$ cat config.mk
export PLATFORM = sky130hd
export DESIGN_NAME = dag_unit_flat
export DESIGN_NICKNAME = d
export VERILOG_FILES = /design/src/rtl/dag_if.sv /design/src/rtl/dag_unit.sv /design/src/flat_wrapper.sv
export SDC_FILE = /design/constraint.sdc
export NUM_CORES = 1
export LEC_CHECK = 0
export ABC_AREA = 1
export CAP_MARGIN = 0
export CORE_MARGIN = 8
export CORE_UTILIZATION = 48
export CTS_CLUSTER_SIZE = 25
export DETAILED_ROUTE_END_ITERATION = 8
export GPL_TIMING_DRIVEN = 0
export PLACE_DENSITY = 0.65
export SETUP_SLACK_MARGIN = 0.05
export SYNTH_ARGS = -nofsm -noshare
export SYNTH_HDL_FRONTEND = slang
export SYNTH_SLANG_ARGS = --single-unit
$ cat constraint.sdc
create_clock -name clk -period 3.26 [get_ports clk]
set_clock_uncertainty 0.2 [all_clocks]
set_input_delay 0.326 -clock clk [delete_from_list [all_inputs] [get_ports clk]]
set_output_delay 0.326 -clock clk [all_outputs]
set_load 0.01 [all_outputs]
$ cat src/rtl/dag_if.sv
// rtl/dag_if.sv - sequencer/bus-connect side signals of the data address generator
interface dag_if #(parameter int AW = 16);
  logic          ps_dg_en;
  logic          ps_dg_dgsclt;
  logic          ps_dg_mdfy;
  logic [2:0]    ps_dg_iadd;
  logic [2:0]    ps_dg_madd;
  logic          ps_dg_wrt_en;
  logic [4:0]    ps_dg_wrt_add;
  logic [4:0]    ps_dg_rd_add;
  logic [AW-1:0] bc_dt;
  logic [AW-1:0] dg_bc_dt;
  logic [AW-1:0] dg_dm_add;
  logic          dg_dm_vld;
  logic [AW-1:0] dg_ps_add;
  logic          dg_ps_vld;

  modport master (
    output ps_dg_en, ps_dg_dgsclt, ps_dg_mdfy, ps_dg_iadd, ps_dg_madd,
           ps_dg_wrt_en, ps_dg_wrt_add, ps_dg_rd_add, bc_dt,
    input  dg_bc_dt, dg_dm_add, dg_dm_vld, dg_ps_add, dg_ps_vld
  );

  modport slave (
    input  ps_dg_en, ps_dg_dgsclt, ps_dg_mdfy, ps_dg_iadd, ps_dg_madd,
           ps_dg_wrt_en, ps_dg_wrt_add, ps_dg_rd_add, bc_dt,
    output dg_bc_dt, dg_dm_add, dg_dm_vld, dg_ps_add, dg_ps_vld
  );
endinterface

$ cat src/rtl/dag_unit.sv
// rtl/dag_unit.sv - data address generator with I/M (and optional L/B) ureg file
// Define DAG_CIRC_BUF_EN to implement L/B registers and circular addressing.
module dag_unit #(
  parameter int AW = 16
) (
  input logic clk,
  input logic rst,
  dag_if.slave bus
);
  typedef logic [AW-1:0] word_t;

  word_t i_reg [8];
  word_t m_reg [8];
`ifdef DAG_CIRC_BUF_EN
  word_t l_reg [8];
  word_t b_reg [8];
  word_t l_cur;
  word_t b_cur;
`endif
  word_t i_cur;
  word_t m_cur;
  word_t sum;
  word_t mod_val;
  word_t acc_addr;
  word_t rd_val;
  word_t dm_add_q;
  word_t ps_add_q;
  logic  dm_vld_q;
  logic  ps_vld_q;

  always_comb begin
    i_cur   = i_reg[bus.ps_dg_iadd];
    m_cur   = m_reg[bus.ps_dg_madd];
    sum     = i_cur + m_cur;
    mod_val = sum;
`ifdef DAG_CIRC_BUF_EN
    l_cur = l_reg[bus.ps_dg_iadd];
    b_cur = b_reg[bus.ps_dg_iadd];
    // One wrap step only; the upper bound needs the 17th bit when B+L overflows.
    if (l_cur != '0) begin
      if ({1'b0, sum} >= ({1'b0, b_cur} + {1'b0, l_cur}))
        mod_val = sum - l_cur;
      else if (sum < b_cur)
        mod_val = sum + l_cur;
    end
`endif
    acc_addr = bus.ps_dg_mdfy ? i_cur : mod_val;
  end

  always_comb begin
    rd_val = '0;
    case (bus.ps_dg_rd_add[4:3])
      2'b00:   rd_val = i_reg[bus.ps_dg_rd_add[2:0]];
      2'b01:   rd_val = m_reg[bus.ps_dg_rd_add[2:0]];
`ifdef DAG_CIRC_BUF_EN
      2'b10:   rd_val = l_reg[bus.ps_dg_rd_add[2:0]];
      2'b11:   rd_val = b_reg[bus.ps_dg_rd_add[2:0]];
`endif
      default: rd_val = '0;
    endcase
    if (bus.ps_dg_wrt_en && (bus.ps_dg_wrt_add == bus.ps_dg_rd_add))
      rd_val = bus.bc_dt;
  end

  assign bus.dg_bc_dt  = rd_val;
  assign bus.dg_dm_add = dm_add_q;
  assign bus.dg_dm_vld = dm_vld_q;
  assign bus.dg_ps_add = ps_add_q;
  assign bus.dg_ps_vld = ps_vld_q;

  always_ff @(posedge clk) begin
    if (rst) begin
      for (int k = 0; k < 8; k++) begin
        i_reg[k] <= '0;
        m_reg[k] <= '0;
`ifdef DAG_CIRC_BUF_EN
        l_reg[k] <= '0;
        b_reg[k] <= '0;
`endif
      end
      dm_add_q <= '0;
      ps_add_q <= '0;
      dm_vld_q <= 1'b0;
      ps_vld_q <= 1'b0;
    end else begin
      if (bus.ps_dg_en && bus.ps_dg_mdfy)
        i_reg[bus.ps_dg_iadd] <= mod_val;
      // Placed after the modify update so a ureg write to the same I wins.
      if (bus.ps_dg_wrt_en) begin
        case (bus.ps_dg_wrt_add[4:3])
          2'b00:   i_reg[bus.ps_dg_wrt_add[2:0]] <= bus.bc_dt;
          2'b01:   m_reg[bus.ps_dg_wrt_add[2:0]] <= bus.bc_dt;
`ifdef DAG_CIRC_BUF_EN
          2'b10:   l_reg[bus.ps_dg_wrt_add[2:0]] <= bus.bc_dt;
          2'b11:   b_reg[bus.ps_dg_wrt_add[2:0]] <= bus.bc_dt;
`endif
          default: ;
        endcase
      end
      dm_vld_q <= bus.ps_dg_en && !bus.ps_dg_dgsclt;
      ps_vld_q <= bus.ps_dg_en && bus.ps_dg_dgsclt;
      if (bus.ps_dg_en && !bus.ps_dg_dgsclt)
        dm_add_q <= acc_addr;
      if (bus.ps_dg_en && bus.ps_dg_dgsclt)
        ps_add_q <= acc_addr;
    end
  end
endmodule

$ cat src/flat_wrapper.sv
// flat-port wrapper written by rule: the top's interface ports become plain ports
module dag_unit_flat 
#(
  parameter int AW = 16
)
  (clk, rst, bus_ps_dg_en, bus_ps_dg_dgsclt, bus_ps_dg_mdfy, bus_ps_dg_iadd, bus_ps_dg_madd, bus_ps_dg_wrt_en, bus_ps_dg_wrt_add, bus_ps_dg_rd_add, bus_bc_dt, bus_dg_bc_dt, bus_dg_dm_add, bus_dg_dm_vld, bus_dg_ps_add, bus_dg_ps_vld);
  dag_if #(.AW(AW)) bus_i ();
  input logic clk;
  input logic rst;
  input wire logic [$bits(bus_i.ps_dg_en)-1:0] bus_ps_dg_en;
  input wire logic [$bits(bus_i.ps_dg_dgsclt)-1:0] bus_ps_dg_dgsclt;
  input wire logic [$bits(bus_i.ps_dg_mdfy)-1:0] bus_ps_dg_mdfy;
  input wire logic [$bits(bus_i.ps_dg_iadd)-1:0] bus_ps_dg_iadd;
  input wire logic [$bits(bus_i.ps_dg_madd)-1:0] bus_ps_dg_madd;
  input wire logic [$bits(bus_i.ps_dg_wrt_en)-1:0] bus_ps_dg_wrt_en;
  input wire logic [$bits(bus_i.ps_dg_wrt_add)-1:0] bus_ps_dg_wrt_add;
  input wire logic [$bits(bus_i.ps_dg_rd_add)-1:0] bus_ps_dg_rd_add;
  input wire logic [$bits(bus_i.bc_dt)-1:0] bus_bc_dt;
  output wire logic [$bits(bus_i.dg_bc_dt)-1:0] bus_dg_bc_dt;
  output wire logic [$bits(bus_i.dg_dm_add)-1:0] bus_dg_dm_add;
  output wire logic [$bits(bus_i.dg_dm_vld)-1:0] bus_dg_dm_vld;
  output wire logic [$bits(bus_i.dg_ps_add)-1:0] bus_dg_ps_add;
  output wire logic [$bits(bus_i.dg_ps_vld)-1:0] bus_dg_ps_vld;
  assign bus_i.ps_dg_en = bus_ps_dg_en;
  assign bus_i.ps_dg_dgsclt = bus_ps_dg_dgsclt;
  assign bus_i.ps_dg_mdfy = bus_ps_dg_mdfy;
  assign bus_i.ps_dg_iadd = bus_ps_dg_iadd;
  assign bus_i.ps_dg_madd = bus_ps_dg_madd;
  assign bus_i.ps_dg_wrt_en = bus_ps_dg_wrt_en;
  assign bus_i.ps_dg_wrt_add = bus_ps_dg_wrt_add;
  assign bus_i.ps_dg_rd_add = bus_ps_dg_rd_add;
  assign bus_i.bc_dt = bus_bc_dt;
  assign bus_dg_bc_dt = bus_i.dg_bc_dt;
  assign bus_dg_dm_add = bus_i.dg_dm_add;
  assign bus_dg_dm_vld = bus_i.dg_dm_vld;
  assign bus_dg_ps_add = bus_i.dg_ps_add;
  assign bus_dg_ps_vld = bus_i.dg_ps_vld;
  dag_unit #(.AW(AW)) u_core (.clk(clk), .rst(rst), .bus(bus_i));
endmodule
==> flow_metrics.tcl <==
set metrics [dict create \
    outcome "finished with violations" \
    failed_checks "negative setup slack" \
    relSlewSlack_pct 23.0 \
    clock_path_buffers 3 \
    synth_edf_count 256 \
    drv_cap 0 \
    cts_buffers 34 \
    cp-start-kind "primary input" \
    rows 68 \
    worstPathMaxFanout 16 \
    numPortBuffers 81 \
    vias 16800 \
    detail_route.wl_per_cell_um 26.9 \
    crit_chain "clkdlybuf4s50_1 -> clkbuf_1 -> inv_1 -> clkbuf_1 -> nand3_1" \
    start_util_pct 48.2 \
    synthXorXnorAreaFrac_pct 0.577 \
    antenna_found_initial 0 \
    cts-root-buf "clkbuf_16" \
    cpMaxStageDelayCell "nand3_1" \
    min_period_over_period_pct 102 \
    irDropWorstVdd_v 0.000342 \
    post_synth_inst_count 1969 \
    path_buf_inv 4 \
    synthSimpleGateAreaFrac_pct 16.7 \
    grt_max_degree 17 \
    slowest_delay_ns 0.98 \
    clk_pin_slew_ns 0.06 \
    overflow 0 \
    tns_ns -2.94 \
    firstDrtPassIters 6 \
    slew_violations 0 \
    antenna_left 0 \
    synthesis.area_um2 16500 \
    max_slew.worst_pin.slew_ns 1.16 \
    synth_largest_area_cell "edfxtp_1" \
    p_per_area_nw_per_um2 526 \
    synth_adder_area_share_pct 1.26 \
    rsz0062_at_grt "yes" \
    cts_tree "built" \
    setup_viol 64 \
    drive_gt1_share_pct 14.4 \
    cts_sinks 290 \
    p_leak_nw 7.85 \
    ctsHoldBuffers 0 \
    die_w_um 201 \
    place_hpwl_mm 50.0 \
    synth_mux_area_share_pct 0 \
    clkLatencyLatePin_ns 0.54 \
    fillers 3085 \
    worstSetupEndpointType "flop" \
    die-area_um2 40500 \
    worstHoldStart "bus_ps_dg_en" \
    synth_seq_cells 290 \
    synth_ff_type "edfxtp_1" \
    ys_seq_area_share_pct 50.7 \
    via_per_inst 6.46 \
    synth_top_area_share_pct 46.6 \
    routabilityCongestion 1.04 \
    grt_use_total_pct 32.9 \
    cp-startpoint "rst" \
    io-pin-count 88 \
    synth_compound_area_share_pct 22.0 \
    drc_errors 0 \
    fin_nets 2167 \
    period_needed_ns 3.33 \
    worstReg2RegStart "u_core.m_reg[1][0]" \
    post-route-util_pct 59.4 \
    register_area_um2 8370 \
    synthTopCellsByArea "edfxtp_1 (47%), o21ai_0 (7.9%), nor2_1 (6.9%), o22ai_1 (5.2%), nand2_1 (5.0%)" \
    syn_nets 2023 \
    cp_common_cell "clkbuf_1" \
    die_height_um 201 \
    path_class "primary input to flop" \
    area_delta_synth_final_pct 23.1 \
    fmaxAchievable_mhz 300 \
    core_area_um2 34200 \
    fin_ws_ns -0.0724 \
    synth.distinct_cells 47 \
    grt_pass1_wl_mm 100 \
    arrival_ns 3.08 \
    drtIter0Drc 2831 \
    critPathTopFamily "buffers and inverters" \
    yosysWarningCount 0 \
    grt_pass1_vias 15600 \
    routed_wl_mm 69.7 \
    multi_input_area_um2 7480 \
    crit_required_ns 3.01 \
    cts_max_level 2 \
    hold_class "primary input to flop" \
    synth_top_family_by_area "compound AO/OA/AOI/OAI gates" \
    synth-async-reset-ratio_pct 0 \
    hold_viol 0 \
    syn_avg_cell_area_um2 8.37 \
]
## stage by stage
stage	hold slack (ns)	std cells	total power [W]	setup WS, ns	area [um2]
global placement	0.266	2505	0.00625	-1.85	17900
finish	0.248	2593	0.0107	-0.0724	20300
CTS	0.239	2576	0.0105	0.00953	19900
detailed placement	0.282	2505	0.00627	-1.90	17900
global route	0.273	2592	0.0109	-0.166	20300
floorplan	0.291	1969	0.00548	0.0594	16500
## cells in the final DEF, fill, tap and decap left out, types with 35 or more instances in the layout
master	instances
a21oi_1	125
clkbuf_1	42
clkbuf_16	35
clkdlybuf4s50_1	67
edfxtp_1	256
inv_1	176
nand2_1	204
nand3_1	82
nor2_1	299
o211ai_1	53
o21ai_0	250
o22ai_1	138
## cell usage after synthesis (14+ instances only)
cell type  instances
nor2_1           304
o21ai_0          259
edfxtp_1         256
nand2_1          219
inv_1            183
o22ai_1          138
a21oi_1          135
nand3_1           92
clkbuf_1          80
o211ai_1          53
buf_2             37
dfxtp_1           34
a31oi_1           27
nand2_2           16
ha_1              15
clkinv_1          14
## layout make-up
| type | instances | share of cell area [%] |
|---|---|---|
| diodes | 1 | 0.0123 |
| plain buffers | 140 | 4.17 |
| clock buffers | 40 | 4.50 |
| clock inverters | 20 | 1.22 |
| inverters | 208 | 4.05 |
| multi-input cells | 1330 | 36.9 |
| flip-flops and latches | 290 | 41.2 |
| well taps | 455 | 2.80 |
| repair buffers | 109 | 5.17 |
## timing repair
| item | in CTS | in global routing |
|---|---|---|
| pin swaps | 11 | 20 |
| gates resized for setup | 180 | 116 |
| buffers inserted | 11 | 17 |
| setup endpoints to repair | 225 | 224 |
## per-layer routing
metal  GRT usage [%]  vias up  share of wire (%)
met2            47.0     1319                 41
met1            44.7     7957                 39
met3            7.90      256                 13
met5               0        -                  0
met4            19.9        0                6.6
li1                -     7222                  -
## worst min-delay path, cell delays in order
cell             delay, ns
clkdlybuf4s50_1       0.42
nand2_1               0.11
nor2_1                0.07
## final timing paths
check	endpoint	slack, ns	cells after the start
setup / recovery	u_core.i_reg[5][12]	-0.07	5
hold / removal	u_core.bus.dg_ps_vld	0.25	3
setup reg to reg	u_core.i_reg[0][14]	0.20	15
hold reg to reg	u_core.bus.dg_dm_add[8]	0.29	2
## cell families after synthesis
group / Yosys count
AO/OA/AOI/OAI: 641
XOR/XNOR: 10
adder cells (fa/ha/maj): 16
buffers and inverters: 349
flip-flops: 290
AND/OR/NAND/NOR: 663
## report_power, final
group          leakage [nW]  switching, W  internal, W
Clock                 0.578       0.00159      0.00248
Sequential             2.82     0.0000917      0.00424
Combinational          4.45       0.00153     0.000757
Total                  7.85       0.00321      0.00747
No activity file was read; power rests on OpenSTA's default activity.
